## config.mk

```make
export PLATFORM = sky130hd
export DESIGN_NAME = scc_run_ctrl
export DESIGN_NICKNAME = d
export VERILOG_FILES = /design/src/rtl/scc_run_ctrl.sv
export SDC_FILE = /design/constraint.sdc
export NUM_CORES = 1
export LEC_CHECK = 0
export CAP_MARGIN = 10
export CORE_MARGIN = 2
export CORE_UTILIZATION = 52
export CTS_BUF_LIST = sky130_fd_sc_hd__clkbuf_16
export CTS_CLUSTER_SIZE = 24
export DETAILED_ROUTE_END_ITERATION = 16
export PLACE_DENSITY = 0.85
export SETUP_SLACK_MARGIN = 0.02
export SYNTH_ARGS = -nofsm -noshare
export SYNTH_HDL_FRONTEND = slang
export SYNTH_SLANG_ARGS = --single-unit
```

## constraint.sdc

```tcl
create_clock -name clk -period 7 [get_ports clk]
set_clock_uncertainty 0.2 [all_clocks]
set_input_delay 2.1 -clock clk [delete_from_list [all_inputs] [get_ports clk]]
set_output_delay 2.1 -clock clk [all_outputs]
set_load 0.01 [all_outputs]
```

## src/rtl/scc_run_ctrl.sv

```systemverilog
// Run-control sequencer for the scc_f25_top core: reset/clock-enable gating,
// halt/error/watchdog supervision, then a valid/ready dump of a data-memory window.
module scc_run_ctrl #(
  parameter int ADDR_W     = 8,
  parameter int RST_CYCLES = 3,
  parameter int TIMEOUT    = 100000,
  parameter int DUMP_BASE  = 0,
  parameter int DUMP_WORDS = 256
) (
  input  logic              clk,
  input  logic              rst,
  input  logic              start,
  input  logic              step_mode,
  input  logic              step,
  output logic              core_rst,
  output logic              core_clk_en,
  input  logic              halt_f,
  input  logic [1:0]        err_bits,
  output logic              mem_rd_en,
  output logic [ADDR_W-1:0] mem_addr,
  input  logic [31:0]       mem_rd_data,
  output logic              dump_valid,
  input  logic              dump_ready,
  output logic [31:0]       dump_addr,
  output logic [31:0]       dump_data,
  output logic [31:0]       cycle_count,
  output logic [2:0]        status,
  output logic              done
);

  typedef enum logic [2:0] {
    S_IDLE, S_CRST, S_RUN, S_RD, S_RDW, S_OUT, S_DONE
  } state_t;

  localparam logic [ADDR_W:0] LAST_IDX  = (ADDR_W+1)'(DUMP_WORDS - 1);
  localparam logic [31:0]     TIMEOUT_C = 32'(TIMEOUT);
  localparam logic [31:0]     RST_C     = 32'(RST_CYCLES);
  localparam logic [31:0]     BASE_C    = 32'(DUMP_BASE);

  localparam logic [2:0] ST_IDLE    = 3'd0;
  localparam logic [2:0] ST_RUNNING = 3'd1;
  localparam logic [2:0] ST_HALTED  = 3'd2;
  localparam logic [2:0] ST_ERROR   = 3'd3;
  localparam logic [2:0] ST_TIMEOUT = 3'd4;

  state_t          state_q, state_d;
  logic            step_mode_q, step_mode_d;
  logic            step_pend_q, step_pend_d;
  logic [31:0]     rst_cnt_q, rst_cnt_d;
  logic [31:0]     cycle_count_q, cycle_count_d;
  logic [2:0]      status_q, status_d;
  logic [ADDR_W:0] idx_q, idx_d;
  logic            dump_valid_q, dump_valid_d;
  logic [31:0]     dump_addr_q, dump_addr_d;
  logic [31:0]     dump_data_q, dump_data_d;

  logic [31:0]     word_addr;
  logic            begin_run;
  logic            run_exit;

  assign word_addr = BASE_C + 32'(idx_q);

  always_comb begin
    state_d       = state_q;
    step_mode_d   = step_mode_q;
    step_pend_d   = step_pend_q;
    rst_cnt_d     = rst_cnt_q;
    cycle_count_d = cycle_count_q;
    status_d      = status_q;
    idx_d         = idx_q;
    dump_valid_d  = dump_valid_q;
    dump_addr_d   = dump_addr_q;
    dump_data_d   = dump_data_q;
    core_rst      = 1'b0;
    core_clk_en   = 1'b0;
    mem_rd_en     = 1'b0;
    mem_addr      = '0;
    done          = 1'b0;
    begin_run     = 1'b0;
    run_exit      = 1'b0;

    case (state_q)
      S_IDLE: begin
        core_rst  = 1'b1;
        begin_run = start;
      end
      S_CRST: begin
        core_rst = 1'b1;
        if (rst_cnt_q <= 32'd1) begin
          state_d = S_RUN;
        end else begin
          rst_cnt_d = rst_cnt_q - 32'd1;
        end
      end
      S_RUN: begin
        // Exit priority: error, then halt, then watchdog; the enable is
        // suppressed in the exit cycle so the core freezes immediately.
        if (err_bits != 2'b00) begin
          status_d = ST_ERROR;
          run_exit = 1'b1;
        end else if (halt_f) begin
          status_d = ST_HALTED;
          run_exit = 1'b1;
        end else if (cycle_count_q >= TIMEOUT_C) begin
          status_d = ST_TIMEOUT;
          run_exit = 1'b1;
        end else begin
          core_clk_en = step_mode_q ? step_pend_q : 1'b1;
        end
        // A step seen while an enable is already pending is dropped.
        step_pend_d = step_mode_q && step && !step_pend_q;
        if (run_exit) begin
          state_d     = S_RD;
          idx_d       = '0;
          step_pend_d = 1'b0;
        end
      end
      S_RD: begin
        mem_rd_en = 1'b1;
        mem_addr  = word_addr[ADDR_W-1:0];
        state_d   = S_RDW;
      end
      S_RDW: begin
        dump_data_d  = mem_rd_data;
        dump_addr_d  = word_addr << 2;
        dump_valid_d = 1'b1;
        state_d      = S_OUT;
      end
      S_OUT: begin
        if (dump_ready) begin
          dump_valid_d = 1'b0;
          if (idx_q == LAST_IDX) begin
            state_d = S_DONE;
          end else begin
            idx_d   = idx_q + 1'b1;
            state_d = S_RD;
          end
        end
      end
      S_DONE: begin
        done      = 1'b1;
        begin_run = start;
      end
      default: state_d = S_IDLE;
    endcase

    if (begin_run) begin
      step_mode_d   = step_mode;
      step_pend_d   = 1'b0;
      cycle_count_d = '0;
      rst_cnt_d     = RST_C;
      status_d      = ST_RUNNING;
      state_d       = S_CRST;
    end

    if (core_clk_en && (cycle_count_q != 32'hFFFF_FFFF)) begin
      cycle_count_d = cycle_count_q + 32'd1;
    end
  end

  always_ff @(posedge clk) begin
    if (rst) begin
      state_q       <= S_IDLE;
      step_mode_q   <= 1'b0;
      step_pend_q   <= 1'b0;
      rst_cnt_q     <= '0;
      cycle_count_q <= '0;
      status_q      <= ST_IDLE;
      idx_q         <= '0;
      dump_valid_q  <= 1'b0;
      dump_addr_q   <= '0;
      dump_data_q   <= '0;
    end else begin
      state_q       <= state_d;
      step_mode_q   <= step_mode_d;
      step_pend_q   <= step_pend_d;
      rst_cnt_q     <= rst_cnt_d;
      cycle_count_q <= cycle_count_d;
      status_q      <= status_d;
      idx_q         <= idx_d;
      dump_valid_q  <= dump_valid_d;
      dump_addr_q   <= dump_addr_d;
      dump_data_q   <= dump_data_d;
    end
  end

  assign dump_valid  = dump_valid_q;
  assign dump_addr   = dump_addr_q;
  assign dump_data   = dump_data_q;
  assign cycle_count = cycle_count_q;
  assign status      = status_q;

endmodule

```

==> metrics <==
most common cell in the netlist dfxtp_1; Max-slew headroom 27.9%; number of synthesized flops with an enable pin 0; CTS clk-pin slew, worst paths ~0.060 ns; final wirelength around 15000 um; Placeable Area 10700 sq um; crit-path max FO 3; Crit Reg-Reg Startpoint state_q[2]$_SDFFE_PP0P_; Synth Area in XOR/XNOR 0.311%; Power Density around 450 nW/um^2; Crit path arrival time ~3.8 ns; Vias 5540; clock tree from TritonCTS built; Gates resized, CTS repair 0; Remaining DRCs 0; nets between 800 and 900; die area 11700 sq um; Rows 38; HP Class reg -> reg; main combinational cell family by area after synthesis simple AND/OR/NAND/NOR gates; initial antenna violation count 0; Synth Flop Type dfxtp_1; fraction of synthesized area in multiplexers less than 1%; post-route ant nets 0; Critical Path Start Type input pin; Seq/Total Area, Yosys a little over two fifths; initial drt markers 318; Critical Path Sink Type output pin; RSZ-0062 raised after global routing false; Period minus WS final about 6 ns; average size of a mapped cell 8.15 sq um; grt ovf 0; setup tns final 0 ns; Synth Cell Area 5640 sq um; fmax 164 MHz; Max-Cap Viols 0; total power 3420 uW; status finished, final reports clean; drt wl/cell 16.1 um; Max rail drop VDD about 0.0005 V; H-tree Lvls 4; Root Driver clkbuf_16; Syn-to-layout area delta 34.2%; Yosys top cell area share 43.7%; Least-Margin Pin Slew 1.08 ns; CP Launch Point err_bits[1]; CTS Sinks 123; placed cells 924; Worst Hold Launch dump_data[11]$_SDFFE_PP0P_; # IOs 153; yosys warns 0; synth top area cells dfxtp_1 (44%), a21oi_1 (7.6%), nand2_1 (7.5%); Num CTS Buffers 17; Final Cycle Share 87.1%; Synth cell types 52; FFs w/ async S/R, synth 0%; Post-Synth Adder-Cell Area 1.33%; Yosys reg bits 123; simple-gate share of the synthesized area ~30%; port bufs 129; Initial Util 52.7%; CTS max path bufs 2; post-synthesis compound-gate area fraction 16.6%; vias per std cell 5.78; Setup Buffers After CTS 0; die height between 100 and 150 um; Fill cells approximately 780; TritonRoute pass-1 iters 5; vias in the first global route 5273; GPL Wtd Cong 0.798; Leakage 0.00273 uW; share of layout cells above drive strength 1 6.60%; post-synthesis cell count 692; area leader, netlist dfxtp_1; Synth top cells by count dfxtp_1 (123), nand2_1 (112), a21oi_1 (86); global-route wire length before repair 25100 um; largest net degree at the start of global routing 66; Worst Hold Slack 0.254 ns; Global Route Usage Sum ~27%; Slew Viols, Final 0; crit path kind in -> out; Detail Placement HPWL 10200 um; final setup fails 0; CP required approximately 4.7 ns; die width 108 um; Post-Layout Cell Count 958; CTS Hold Buffers Added 0; Final Hold Fails 0; antenna cells 0; Worst-Skew Late Latency 0.42 ns
==> cells in the final DEF, fill, tap and decap left out, types with 5 or more instances in the layout <==
cell | netlist | final
or3_1 | 31 | 31
ha_1 | 6 | 6
inv_6 | 0 | 5
and3_1 | 26 | 26
and2_1 | 11 | 11
inv_1 | 11 | 11
o21ai_0 | 21 | 21
nor3_1 | 11 | 11
or4_1 | 24 | 24
buf_4 | 23 | 5
nor4_1 | 13 | 13
a21oi_1 | 86 | 86
nor2_1 | 14 | 14
nand2_1 | 112 | 112
clkbuf_16 | 0 | 17
nand3_1 | 34 | 34
nand3b_1 | 6 | 6
dfxtp_1 | 123 | 123
or2_2 | 10 | 10
nand4_1 | 10 | 10
o31ai_1 | 16 | 16
a31oi_1 | 11 | 11
mux2i_1 | 5 | 5
clkdlybuf4s50_1 | 0 | 128
conb_1 | 1 | 23
==> critical path: stages <==
cell and delay [ns]:
clkdlybuf4s50_1 0.41, nor3_1 0.31, and3_1 0.21, o2111ai_1 0.12, inv_1 0.11, clkdlybuf4s50_1 0.53
==> kinds of logic (layout without fill, tap and decap cells) <==
group,Yosys count,count (layout)
AOI/OAI and AO/OA,159,159
xor gates and xnor gates,2,2
adders and majority gates,6,6
buffers and inverters,75,179
DFF,123,123
muxes,5,5
other,1,23
and+or+nand+nor,321,321
==> where the power goes <==
| part | leakage (uW) | switching, uW | total [uW] | internal, uW |
|---|---|---|---|---|
| registers | 0.000993 | 115 | 922 | 807 |
| clock network | 0.000309 | 345 | 949 | 604 |
| logic | 0.00143 | 980 | 1550 | 575 |
==> cell type report <==
cell class | count | area [sq um] | share of cell area, %
tap | 140 | 175 | 2.32
clock buffer | 17 | 425 | 5.62
inverter | 11 | 41.3 | 0.546
timing repair buffer | 136 | 1360 | 18.0
sequential | 123 | 2460 | 32.6
multi-input combinational | 516 | 2890 | 38.2
clock inverter | 15 | 213 | 2.81
==> flip-flops by register name, indices dropped and copies added, names as in the netlist <==
| register | count |
|---|---|
| status | 3 |
| cycle_count | 32 |
| idx_q | 9 |
| state_q | 3 |
| step_mode_q | 1 |
| dump_data | 32 |
| rst_cnt_q | 32 |
| step_pend_q | 1 |
| dump_valid | 1 |
| dump_addr | 9 |
==> metal layers <==
layer  global-route usage [%]  up-vias  part of all wire, %
li1                         -     2690                    -
met1                     32.6     2617                   41
met2                     43.8      209                   48
met3                     10.5       24                  8.8
met4                     9.98        0                  1.8
met5                        0        -                    0
==> metrics by stage <==
stage	worst slack, ns	cell area (sq um)	utilization [%]
floorplan	1.53	5720	-
detailed placement	0.899	6890	64.4
global route	0.776	7560	70.7
global placement	0.939	6890	64.4
finish	0.906	7560	70.7
CTS	0.901	7530	70.4
==> worst paths after layout <==
check | end | slack [ns] | cells after the start
max | core_clk_en | 0.91 | 6
min | dump_data[11]$_SDFFE_PP0P_ | 0.25 | 2
min reg2reg | dump_data[11]$_SDFFE_PP0P_ | 0.25 | 2
max reg2reg | rst_cnt_q[18]$_SDFFE_PP0P_ | 3.56 | 5
No activity file was read; power rests on OpenSTA's default activity.
